File: config.mk
export PLATFORM = sky130hd
export DESIGN_NAME = ieee_int_to_float
export DESIGN_NICKNAME = d
export VERILOG_FILES = /design/src/rtl/ieee_int_to_float.sv
export SDC_FILE = /design/constraint.sdc
export NUM_CORES = 1
export LEC_CHECK = 0
export CORE_MARGIN = 2
export CORE_UTILIZATION = 35
export CTS_BUF_LIST = sky130_fd_sc_hd__clkbuf_4 sky130_fd_sc_hd__clkbuf_8
export DETAILED_ROUTE_END_ITERATION = 8
export HOLD_SLACK_MARGIN = 0.02
export SLEW_MARGIN = 20
export SYNTH_ARGS = -nofsm -noshare
export SYNTH_HDL_FRONTEND = slang
export SYNTH_SLANG_ARGS = --single-unit
File: constraint.sdc
create_clock -name clock_in -period 5.45 [get_ports clock_in]
set_input_delay 1.635 -clock clock_in [delete_from_list [all_inputs] [get_ports clock_in]]
set_output_delay 1.635 -clock clock_in [all_outputs]
set_load 0.01 [all_outputs]
File: src/rtl/ieee_int_to_float.sv
// 32-bit signed/unsigned integer to IEEE-754 single-precision converter.
// Normalises one bit per cycle, then rounds to nearest-even; valid/ready on both sides.
module ieee_int_to_float #(
    parameter int unsigned INT_WIDTH = 32,
    parameter int unsigned EXP_BIAS  = 127
) (
    input  logic                 clock_in,
    input  logic                 reset_in,
    input  logic                 in_valid,
    output logic                 in_ready,
    input  logic                 in_signed,
    input  logic [INT_WIDTH-1:0] in_int,
    output logic                 out_valid,
    input  logic                 out_ready,
    output logic [31:0]          out_float,
    output logic                 out_inexact
);

    if (INT_WIDTH != 32) begin : gBadWidth
        $error("ieee_int_to_float: INT_WIDTH must be 32");
    end

    localparam logic [8:0] ExpStart = 9'(EXP_BIAS + INT_WIDTH - 1);

    typedef enum logic [1:0] {
        StIdle,
        StNorm,
        StRound,
        StDone
    } stateT;

    stateT                state;
    logic                 sign;
    logic [INT_WIDTH-1:0] mag;
    logic [8:0]           exp;

    logic                 inSign;
    logic [INT_WIDTH-1:0] magIn;
    logic [22:0]          mantRaw;
    logic                 guardBit;
    logic                 stickyBit;
    logic                 roundUp;
    logic [23:0]          mantSum;
    logic [7:0]           expRounded;

    // Operand capture: magnitude of the incoming integer.
    always_comb begin
        inSign = in_signed & in_int[INT_WIDTH-1];
        magIn  = inSign ? (~in_int + 1'b1) : in_int;
    end

    // Round-to-nearest-even on the normalised magnitude; a carry out of the
    // 23-bit fraction leaves it zero and bumps the exponent by one.
    always_comb begin
        mantRaw    = mag[30:8];
        guardBit   = mag[7];
        stickyBit  = |mag[6:0];
        roundUp    = guardBit & (stickyBit | mantRaw[0]);
        mantSum    = {1'b0, mantRaw} + {23'd0, roundUp};
        expRounded = exp[7:0] + {7'd0, mantSum[23]};
    end

    always_ff @(posedge clock_in) begin
        if (reset_in) begin
            state       <= StIdle;
            sign        <= 1'b0;
            mag         <= '0;
            exp         <= '0;
            in_ready    <= 1'b1;
            out_valid   <= 1'b0;
            out_float   <= '0;
            out_inexact <= 1'b0;
        end else begin
            unique case (state)
                StIdle: begin
                    if (in_valid) begin
                        sign     <= inSign;
                        mag      <= magIn;
                        exp      <= ExpStart;
                        in_ready <= 1'b0;
                        if (magIn == '0) begin
                            // Zero is always +0 and skips normalisation.
                            out_float   <= '0;
                            out_inexact <= 1'b0;
                            out_valid   <= 1'b1;
                            state       <= StDone;
                        end else begin
                            state <= StNorm;
                        end
                    end
                end
                StNorm: begin
                    if (mag[INT_WIDTH-1]) begin
                        state <= StRound;
                    end else begin
                        mag <= mag << 1;
                        exp <= exp - 9'd1;
                    end
                end
                StRound: begin
                    out_float   <= {sign, expRounded, mantSum[22:0]};
                    out_inexact <= guardBit | stickyBit;
                    out_valid   <= 1'b1;
                    state       <= StDone;
                end
                StDone: begin
                    if (out_ready) begin
                        out_valid <= 1'b0;
                        in_ready  <= 1'b1;
                        state     <= StIdle;
                    end
                end
                default: begin
                    state <= StIdle;
                end
            endcase
        end
    end

endmodule

---- After elaboration in Yosys (flattened, before gate mapping) ----
Index checks and enable logic that the tools add are counted.
storage, ports and cells
  flip-flop bits (word level) ............. 79
  bits in latches ......................... 0
  RAM bits ................................ 0
  bits in read-only memories .............. 0
  bits of input ports ..................... 37
  output and inout port bits .............. 35
  logic and storage cells ................. 65
  memories kept ........................... 0
operators by class
  add/subtract/negate cells ............... 4
  multiply operators ...................... 0
  div/mod/pow operators ................... 0
  magnitude comparators ................... 0
  equal/unequal tests ..................... 8
  shifts and indexed selects .............. 0
  muxes and demuxes ....................... 25
  bitwise gates (word level) .............. 5
  reduce and logical (&&, ||, !) cells .... 14
operators by type and width
  kind                     number
  $mux W32                 5
  $pmux W32 S2             2
  $add A32 B1 Y32 const B  1
  $logic_not A32 Y1        1
  $not A32 Y32             1
  $add A23 B1 Y24          1
  $mux W9                  2
  $pmux W9 S2              1
  $reduce_and A3 Y1        4
  $ne A2 B2 Y1 const B     5
  $sub A9 B1 Y9 const B    1
  $add A8 B1 Y8            1
  $mux W2                  4
  $pmux W2 S4              1
  $mux W1                  7
  $reduce_or A7 Y1         1
  $reduce_bool A2 Y1       3
  $eq A2 B2 Y1 const B     2
  $pmux W1 S2              2
  $reduce_and A2 Y1        2
  $reduce_and A4 Y1        1
  $pmux W1 S3              1
  $reduce_bool A3 Y1       1
  $and A1 B1 Y1            2
  other kinds (3)          4

---- Logic depth before layout (Yosys ltp) ----
Gate-level depths: netlist (run 1).
  word-level depth ........................ 7
  mapped depth ............................ 14
  mapped depth without buffers ............ 14

---- Worst setup path before layout (run 1) ----
No wires, ideal clock.
  path kind ............................... input-to-reg
  from .................................... in in_int[2]
  to ...................................... reg out_float[10]
  library setup time ...................... 0.117 ns
  arrival ................................. 4.467 ns
  required time ........................... 5.333 ns
  path slack .............................. 0.866 ns
  stages on the path ...................... 12
  path buffers ............................ 4
  cells stage by stage .................... buf_2 > or4_1 > buf_2 > nor3_2 > buf_4 > a31oi_1 > o32a_1 > a2111o_1 > nor4_2 > o22ai_2 > buf_6 > a32o_2
between the ends
  cells in the longest elaborated chain, start to end .. 6
RTL lines
  what                                  line  RTL
  start: declaration                    12    input logic [INT_WIDTH-1:0] in_int,
  $not A32 Y32                          49    magIn = inSign ? (~in_int + 1'b1) : in_int;
  $add A32 B1 Y32                       49
  $mux W32 *                            49
  $logic_not A32 Y1 *                   81    if (magIn == '0) begin
  $ne A2 B2 Y1 (no source line) *       --
  $reduce_and A3 Y1 (no source line) *  --
  end signal: assignment                101   out_float <= {sign, expRounded, mantSum[22:0]};
  end: declaration                      15    output logic [31:0] out_float,
Every way passes the cells marked *; elsewhere a longest branch is shown, timed or not.
A chain may end at the register's enable or synchronous reset.

---- Worst setup path in the final report (run 1) ----
  from .................................... in in_int[0]
  to ...................................... reg out_float[26]
The elaborated chain is that of the path after synthesis.

==> run metrics, run 1 <==
status complete, no violations; post-synthesis cell area 5090 um2; max-cap viol count 0; Static Leak 2.30 nW; post-layout minimum cycle time 5050 ps; Startpoint Class primary input; Clock Tree Buf Depth 2; final-report hold violation count 0; Slew Limit Headroom 27.3%; final core occ 43.4%; Die Y 125 um; Die Footprint 15,500 um2; vias per cell 5.67; routed wl met3 828 um; combinational share of power 45.1%; Worst-Margin Slew 1090 ps; drt first pass iters 5; initial antenna violation count 0; Pins Over Slew Limit 0; CTS Buf Count 9; Seq pwr share 37.4%; RSZ-0062 raised after global routing no; Buf/Inv on CP 3; fin cells 869; Clk pwr share 17.5%; synth cell count leaders 78 x dfxtp_1, 56 x nor2_1, 42 x o21ai_0; Tot GR Track Use 18.6%; synth top area cells dfxtp_1 31%, xnor2_1 6.4%, a32o_1 4.9%; Seq/Total Area, Yosys 30.7%; Psw 1.03 mW; ys async rst share 0%; EDFF count, synth 0; Syn Area/Cell 8.19 um2; largest area contributor in the netlist dfxtp_1; Max VDD drop 220 uV; Setup Viol. Count Final 0; grt total ovfl 0; hpwl dp 10,900 um; CTS tree yes; core footprint 14,400 um2; PortBufs 71; wire length on met1 6940 um; IO Pins 72; Die W 125 um; cts repair resizes 0; Hold Buf Count CTS 0; gpl congestion 0.867; DP Area 6040 um2; crit path kind in2reg; DRT antenna net count 0; Slowest cell on crit path nor4b_2; WL met2 6390 um; WP data arrival 5290 ps; Worst Hold Class reg2reg; starting density of the core 35.4%; clk_lat worst skew 360 ps; layout cells sized above 1 11.8%; via count 4,926; Worst Setup End Kind flop; Yosys warnings 0; Antenna Cells 0; Area Growth Syn to Fin 22.5%; CP delay by family, top compound AO/OA/AOI/OAI gates; TritonCTS Sinks 78; Yosys top cell area share 30.7%; Total Neg Setup Slack 0 ps; most frequent cell after synthesis dfxtp_1; Top FF cell, synth dfxtp_1; Clock Root Buffer clkbuf_8; Clk pin slew, worst setup/hold paths 80 ps; DRC 0; cell area after layout 6230 um2; vias in the first global route 4,566; nets 729; Placed Cells 854; P_int 1.41 mW; peak per-stage delay on the critical path 520 ps; worst-path fanout max 34; Post-CTS Setup Repair Bufs 0; switching share of power 42.2%; fmax 198 MHz; Critical Path, Cell by Cell clkdlybuf4s50_1, inv_1, ha_1, nor4b_2, and3_1, a31oi_1, o32a_1, a2111o_1, nor4_2, o22ai_2, buf_12, a32o_1; post-synth cell types 74; largest net degree at the start of global routing 63; Iter 0 DRT Violations 399; Max H-tree Level 3; DRT Wirelength 14,400 um; final setup skew 13.6 ps; final period utilization 92.7%; Rows 44; Power Density 393 nW/um2; top sig layer met4; flops & latches, synth 78; Fill cells 1,419; Net Count, Synth 669; first-pass GRT wire length 23,800 um; Mapped Cells 621; Critical Path RT 5690 ps; WL per Instance 16.5 um
-- worst reg2reg max path: cells and delay by family, from the launching register on --
kind                       cells  cell delay (ps)
and+or+nand+nor                9             1810
adders and majority gates      2              410
AOI/OAI and AO/OA              2              330
xor gates and xnor gates       1              140
DFF                            1              370
-- cell families after synthesis --
logic type | Yosys count | share of synthesized area [%]
adders and majority gates | 11 | 2.71
AOI/OAI and AO/OA | 182 | 26.2
xor gates and xnor gates | 64 | 11.0
and+or+nand+nor | 210 | 21.7
muxes | 6 | 1.23
buffers and inverters | 70 | 6.39
DFF | 78 | 30.7
-- cells in the final DEF (no fill, tap or decap), types with 12 or more instances in the layout --
master / instances
nand3_1: 21
xnor2_1: 37
nand2_1: 40
inv_1: 17
dfxtp_1: 78
buf_4: 27
nor3_1: 21
a32o_1: 25
o21ai_0: 42
nor2_1: 56
nor4_1: 12
xor2_1: 27
a21oi_1: 36
clkdlybuf4s50_1: 71
-- through the flow --
step	setup slack, ps	power (mW)	hold WS (ps)
after floorplan	866	1.68	442
after global placement	143	2.01	462
after detailed placement	46.0	2.03	483
after CTS	422	2.46	494
after global routing	129	2.64	513
final	400	2.45	493
-- registers in the layout, indices dropped and copies added (netlist names) --
register     cells
exp              8
in_ready         1
mag             32
out_float       32
out_inexact      1
out_valid        1
sign             1
state            2
-- path summary, 6_finish.rpt --
check	cells past startpoint	slack, ps	endpoint	from
setup reg to reg	14	2300	out_float[30]	mag[0]
hold reg to reg	2	490	mag[2]	mag[2]
setup / recovery	12	400	out_float[26]	in_int[0]
hold / removal	2	490	mag[2]	mag[2]
-- layout make-up --
| class | count | area [um2] | area share (%) |
|---|---|---|---|
| well taps | 184 | 230 | 3.69 |
| multi-input cells | 473 | 3210 | 51.5 |
| clock inverters | 4 | 47.5 | 0.763 |
| flip-flops and latches | 78 | 1560 | 25.1 |
| clock buffers | 11 | 145 | 2.33 |
| repair buffers | 101 | 973 | 15.6 |
| inverters | 18 | 67.6 | 1.08 |
-- power groups by stage --
stage	registers (mW)	clock network, mW	logic (mW)
after floorplan	0.867	0	0.812
after global placement	0.922	0	1.08
after detailed placement	0.929	0	1.10
after CTS	0.915	0.441	1.11
after global routing	0.946	0.462	1.23
final	0.917	0.429	1.10
-- routing by layer --
| metal | global-route usage [%] | up-vias |
|---|---|---|
| met5 | 0 | - |
| met4 | 5.68 | 0 |
| met1 | 27.0 | 2302 |
| met3 | 2.45 | 20 |
| li1 | - | 2424 |
| met2 | 28.4 | 180 |
Note: power is estimated with default switching activity, not from simulation.
==> run 2: changes to the inputs <==
--- a/config.mk
+++ b/config.mk
@@ -5,11 +5,13 @@
 export SDC_FILE = /design/constraint.sdc
 export NUM_CORES = 1
 export LEC_CHECK = 0
+export ABC_CLOCK_PERIOD_IN_PS = 5450
 export CORE_MARGIN = 2
-export CORE_UTILIZATION = 35
+export CORE_UTILIZATION = 55
 export CTS_BUF_LIST = sky130_fd_sc_hd__clkbuf_4 sky130_fd_sc_hd__clkbuf_8
 export DETAILED_ROUTE_END_ITERATION = 8
 export HOLD_SLACK_MARGIN = 0.02
+export PLACE_DENSITY = 0.8
 export SLEW_MARGIN = 20
 export SYNTH_ARGS = -nofsm -noshare
 export SYNTH_HDL_FRONTEND = slang
==> run 2 against run 1 <==
Highest routed layer unchanged. Critical path type unchanged. Sequential share of layout area is 0.16 points higher. Critical path depth is 2 lower. Die area is 35% lower. Combinational power hardly changed. Largest power group unchanged.
==> run metrics, run 2 (synthesis gave the netlist of run 1 again) <==
status complete, no violations; final-report hold violation count 0 (unchanged); crit path kind in2reg; Die W 100 um (-20%); TritonCTS Sinks 78 (unchanged); layout cells sized above 1 11.8% (unchanged); largest net degree at the start of global routing 39 (-38%); max-cap viol count 0 (unchanged); hpwl dp 10,200 um (-6.1%); Die Footprint 10,000 um2 (-35%); Pwr Total 2.58 mW (+5.2%); Slew Limit Headroom 56.8% (+30 points); commonest non-fill, non-tap cell in the layout dfxtp_1; Worst Setup End Kind flop; RSZ-0062 raised after global routing no; DRC 0 (unchanged); vias per cell 6.37 (+12%); Total Neg Setup Slack 0 ps (unchanged); Pins Over Slew Limit 0 (unchanged); Iter 0 DRT Violations 411 (+3.0%); Clk pin slew, worst setup/hold paths 80 ps (about the same); Die Y 100 um (-20%); Top Registers mag (32), out_float (32), exp (8); final core occ 68.0% (+25 points); commonest cells after routing, fill and taps aside 78 x dfxtp_1, 71 x clkdlybuf4s50_1, 56 x nor2_1, 42 x o21ai_0, 40 x nand2_1; PortBufs 71 (unchanged); Startpoint Class primary input; Placed Cells 780 (-8.7%); fmax 199 MHz (+0.50%); Static Leak 2.32 nW (+0.75%); initial antenna violation count 0 (unchanged); first-pass GRT wire length 22,900 um (-3.6%); worst-path fanout max 34 (unchanged); gpl congestion 0.942 (+8.7%); peak per-stage delay on the critical path 740 ps (+220 ps); cell area after layout 6190 um2 (-0.62%); Hold Buf Count CTS 0 (unchanged); final setup skew 12.8 ps (-0.772 ps); nets 728 (-0.14%); Power Density 416 nW/um2 (+5.8%); Max H-tree Level 3 (unchanged); Post-CTS Setup Repair Bufs 0 (unchanged); worst setup margin 425 ps (+25.1 ps); DP Area 5940 um2 (-1.6%); IO Pins 72 (unchanged); Worst Hold Class reg2reg; Critical Path RT 5700 ps (about the same); WP data arrival 5270 ps (-20 ps); grt total ovfl 0 (unchanged); Worst-Margin Slew 644 ps (-447 ps); final period utilization 92.2% (-0.46 points); Setup Viol. Count Final 0 (unchanged); Slowest cell on crit path or4_1; CP delay by family, top simple AND/OR/NAND/NOR gates; vias in the first global route 4,675 (+2.4%); WL per Instance 17.7 um (+6.9%); Antenna Cells 0 (unchanged); worst hold slack 488 ps (-4.63 ps); clk_lat worst skew 360 ps (about the same); via count 5,067 (+2.9%); Clock Root Buffer clkbuf_8; Area Growth Syn to Fin 21.7%; Rows 35 (-20%); Clock Tree Buf Depth 2 (unchanged); post-layout minimum cycle time 5030 ps (-25.1 ps); DRT Wirelength 14,100 um (-2.1%); Tot GR Track Use 28.0% (+9.4 points); fin cells 796 (-8.4%); CTS Buf Count 9 (unchanged); CTS tree yes; Setup WS pre-CTS -16.9 ps (-62.9 ps); core footprint 9110 um2 (-37%); DRT antenna net count 0 (unchanged); Buf/Inv on CP 2 (-1); starting density of the core 55.9% (+20 points); Critical Path, Cell by Cell clkdlybuf4s50_1, or4_1, o41ai_2, xor2_1, nand3_1, or4_4, nor4_2, o22ai_2, buf_12, a32o_1; Max VDD drop 228 uV (+3.3%); drt first pass iters 5 (unchanged)
run 2: cell types whose count changed in the layout (fill, tap and decap cells not counted), sizes merged:
| cell | change |
|---|---|
| inv | +1 |
| clkbuf | -2 |
| bufinv | +2 |
| buf | -1 |
run 2: metal layers:
layer | GRT usage (%) | wire, um | up-vias
met1 | 37.9 | 6240 | 2378
met2 | 46.1 | 6770 | 238
met4 | 8.75 | 203 | 0
li1 | - | - | 2429
met5 | 0 | 0 | -
met3 | 4.32 | 867 | 22
run 2: layout make-up:
| class | instances | area [um2] |
|---|---|---|
| multi-input cells | 473 | 3220 |
| fillers | 769 | 2920 |
| flip-flops and latches | 78 | 1560 |
| repair buffers | 100 | 966 |
| well taps | 111 | 139 |
| clock buffers | 9 | 124 |
| clock inverters | 7 | 120 |
| inverters | 18 | 67.6 |
run 2: worst reg2reg max path: cells and delay by family (launching register included):
family | cells | cell delay (ps)
DFF | 1 | 370
adders and majority gates | 2 | 450
and+or+nand+nor | 9 | 1740
xor gates and xnor gates | 1 | 140
AOI/OAI and AO/OA | 2 | 350
run 2: timing repair:
action | in CTS | in global routing
gates resized for setup | 0 | 1
setup endpoints to repair | 0 | 21
endpoints found under the hold margin | 0 | 0
run 2: final timing paths:
kind              endpoint  slack (ps)       from  cells after the start
max           out_float[7]         420  in_int[0]                     10
min                 mag[5]         490     mag[5]                      2
max reg2reg  out_float[30]        2300     mag[2]                     14
min reg2reg         mag[5]         490     mag[5]                      2
run 2: power breakdown:
part	internal, mW	switching, mW	leakage, nW	total [mW]
clock network	0.306	0.223	0.120	0.529
registers	0.728	0.195	0.639	0.923
logic	0.464	0.660	1.56	1.12
==> run 3: changes to the inputs <==
--- a/config.mk
+++ b/config.mk
@@ -7,11 +7,11 @@
 export LEC_CHECK = 0
 export ABC_CLOCK_PERIOD_IN_PS = 5450
 export CORE_MARGIN = 2
-export CORE_UTILIZATION = 55
+export CORE_UTILIZATION = 57
 export CTS_BUF_LIST = sky130_fd_sc_hd__clkbuf_4 sky130_fd_sc_hd__clkbuf_8
 export DETAILED_ROUTE_END_ITERATION = 8
 export HOLD_SLACK_MARGIN = 0.02
-export PLACE_DENSITY = 0.8
+export PLACE_DENSITY = 0.83
 export SLEW_MARGIN = 20
 export SYNTH_ARGS = -nofsm -noshare
 export SYNTH_HDL_FRONTEND = slang
==> run 3 against run 2 <==
Register-to-register slack got worse by 140 ps. Power fell by 3.5%. First-iteration DRC count fell by 8.0%. Sequential power grew 3.7%. Via count down 1.2%. Fmax decreased by 0.85%. Combinational power down 4%. Clock skew shrank 2.3 ps. Setup slack worse by 43 ps. Worst hold slack worse by 3.1 ps. Critical path depth increased by 4. Global-route usage rose by 0.51 points.
==> run metrics, run 3 (synthesis gave the netlist of run 1 again) <==
status complete, no violations; Post-CTS Setup Repair Bufs 0 (unchanged); Iter 0 DRT Violations 378 (-8.0%); largest net degree at the start of global routing 63 (+62%); PortBufs 71 (unchanged); Psw 1.05 mW (-2.8%); CTS tree yes; DRT antenna net count 0 (unchanged); Die Y 98.5 um (-1.7%); Antenna Cells 0 (unchanged); fmax 197 MHz (-0.85%); Max VDD drop 222 uV (-2.5%); gpl congestion 0.899 (-4.6%); RSZ-0062 raised after global routing no; combinational share of power 43.0% (-0.6 points); Total Neg Setup Slack 0 ps (unchanged); TritonCTS Sinks 78 (unchanged); Die Footprint 9700 um2 (-3.4%); Hold Buf Count CTS 0 (unchanged); Static Leak 2.28 nW (-1.5%); Worst Setup End Kind flop; post-layout minimum cycle time 5070 ps (+43.0 ps); crit path kind in2reg; switching share of power 42.2% (+0.31 points); met2 usage 46.9% (+0.84 points); Worst-Margin Slew 1060 ps (+412 ps); worst-path fanout max 33 (-2.9%); clk_lat worst skew 350 ps (about the same); grt total ovfl 0 (unchanged); Power Density 407 nW/um2 (-2.1%); Area Growth Syn to Fin 20.0%; via count 5,005 (-1.2%); Slowest cell on crit path nor4b_2; Clk pwr share 18.5% (-2.0 points); Startpoint Class primary input; DRT Wirelength 13,700 um (-3.1%); final-report hold violation count 0 (unchanged); final period utilization 93.0% (+0.79 points); DRC 0 (unchanged); core footprint 8680 um2 (-4.7%); Critical Path, Cell by Cell clkdlybuf4s50_1, inv_1, ha_1, nor4b_2, and3_1, a41oi_1, o311ai_0, buf_4, nand4_1, nor4_4, buf_4, o211a_2, buf_12, a32o_1; layout cells sized above 1 11.3% (-0.50 points); drt first pass iters 5 (unchanged); Seq pwr share 38.5% (+2.7 points); starting density of the core 58.6% (+2.8 points); Tot GR Track Use 28.5% (+0.51 points); max-cap viol count 0 (unchanged); Worst Hold Class reg2reg; DP Area 5890 um2 (-0.78%); peak per-stage delay on the critical path 530 ps (-210 ps); Clock Tree Buf Depth 2 (unchanged); WL per Instance 17.3 um (-2.1%); cell area after layout 6110 um2 (-1.4%); Critical Path RT 5740 ps (+40 ps); CTS Buf Count 9 (unchanged); vias in the first global route 4,719 (+0.94%); vias per cell 6.35 (-0.22%); Clk pin slew, worst setup/hold paths 80 ps (about the same); hpwl dp 10,000 um (-1.7%); Pins Over Slew Limit 0 (unchanged); WP data arrival 5350 ps (+80 ps); nets 724 (-0.55%); P_int 1.44 mW (-4.0%); Die W 98.5 um (-1.7%); GRT met1 Usage 39.1% (+1.2 points); Setup Viol. Count Final 0 (unchanged); worst hold slack 485 ps (-3.11 ps); initial antenna violation count 0 (unchanged); commonest cells after routing, fill and taps aside 77 x dfxtp_1, 71 x clkdlybuf4s50_1, 56 x nor2_1, 42 x o21ai_0, 40 x nand2_1; commonest non-fill, non-tap cell in the layout dfxtp_1; Clock Root Buffer clkbuf_8; Slew Limit Headroom 29.6% (-27 points); first-pass GRT wire length 22,900 um (-0.36%); Max H-tree Level 3 (unchanged); cts repair resizes 0 (unchanged); Worst path most repeated cell buf_4; Rows 34 (-2.9%); final setup skew 10.5 ps (-2.29 ps); IO Pins 72 (unchanged); busiest grt layer met2; M3 GR Usage 3.40% (-0.91 points); Top Registers mag (32), out_float (32), exp (8)
## run 3: final timing paths
kind             start             to  slack, ps  cells past startpoint
max          in_int[0]  out_float[28]        380                     14
min             mag[2]         mag[2]        490                      2
max reg2reg   state[0]         exp[6]       2160                      7
min reg2reg     mag[2]         mag[2]        490                      2
## run 3: worst max-delay path: cells and delay by family
family	cells	cell delay (ps)
and+or+nand+nor	4	1300
buffers and inverters	5	1140
AOI/OAI and AO/OA	4	1020
adders and majority gates	1	270
## run 3: power groups by stage
stage,sequential [mW],clock [mW],combinational [mW]
after detailed placement,0.960,0,1.05
after global placement,0.949,0,1.01
final,0.957,0.459,1.07
after CTS,0.949,0.461,1.06
after floorplan,0.867,0,0.812
after global routing,0.984,0.483,1.18
## run 3: per-stage QoR
step,instances,utilization (%),setup WS (ps),total power [mW]
after floorplan,621,-,866,1.68
after global placement,773,67.9,171,1.96
after detailed placement,773,67.9,78.3,2.01
after CTS,788,70.4,437,2.47
after global routing,788,70.4,157,2.65
final,788,70.4,382,2.49
## run 3: layer usage
| layer | up-vias | routed length, um |
|---|---|---|
| met5 | - | 0 |
| met3 | 27 | 884 |
| met1 | 2326 | 6090 |
| met2 | 241 | 6350 |
| met4 | 0 | 323 |
| li1 | 2411 | - |
## run 3: area by class of cell
class,instances,area (um2)
sequential,78,1560
inverter,18,67.6
fill,693,2570
clock inverter,2,38.8
timing repair buffer,96,923
tap,108,135
multi-input combinational,473,3210
clock buffer,13,173
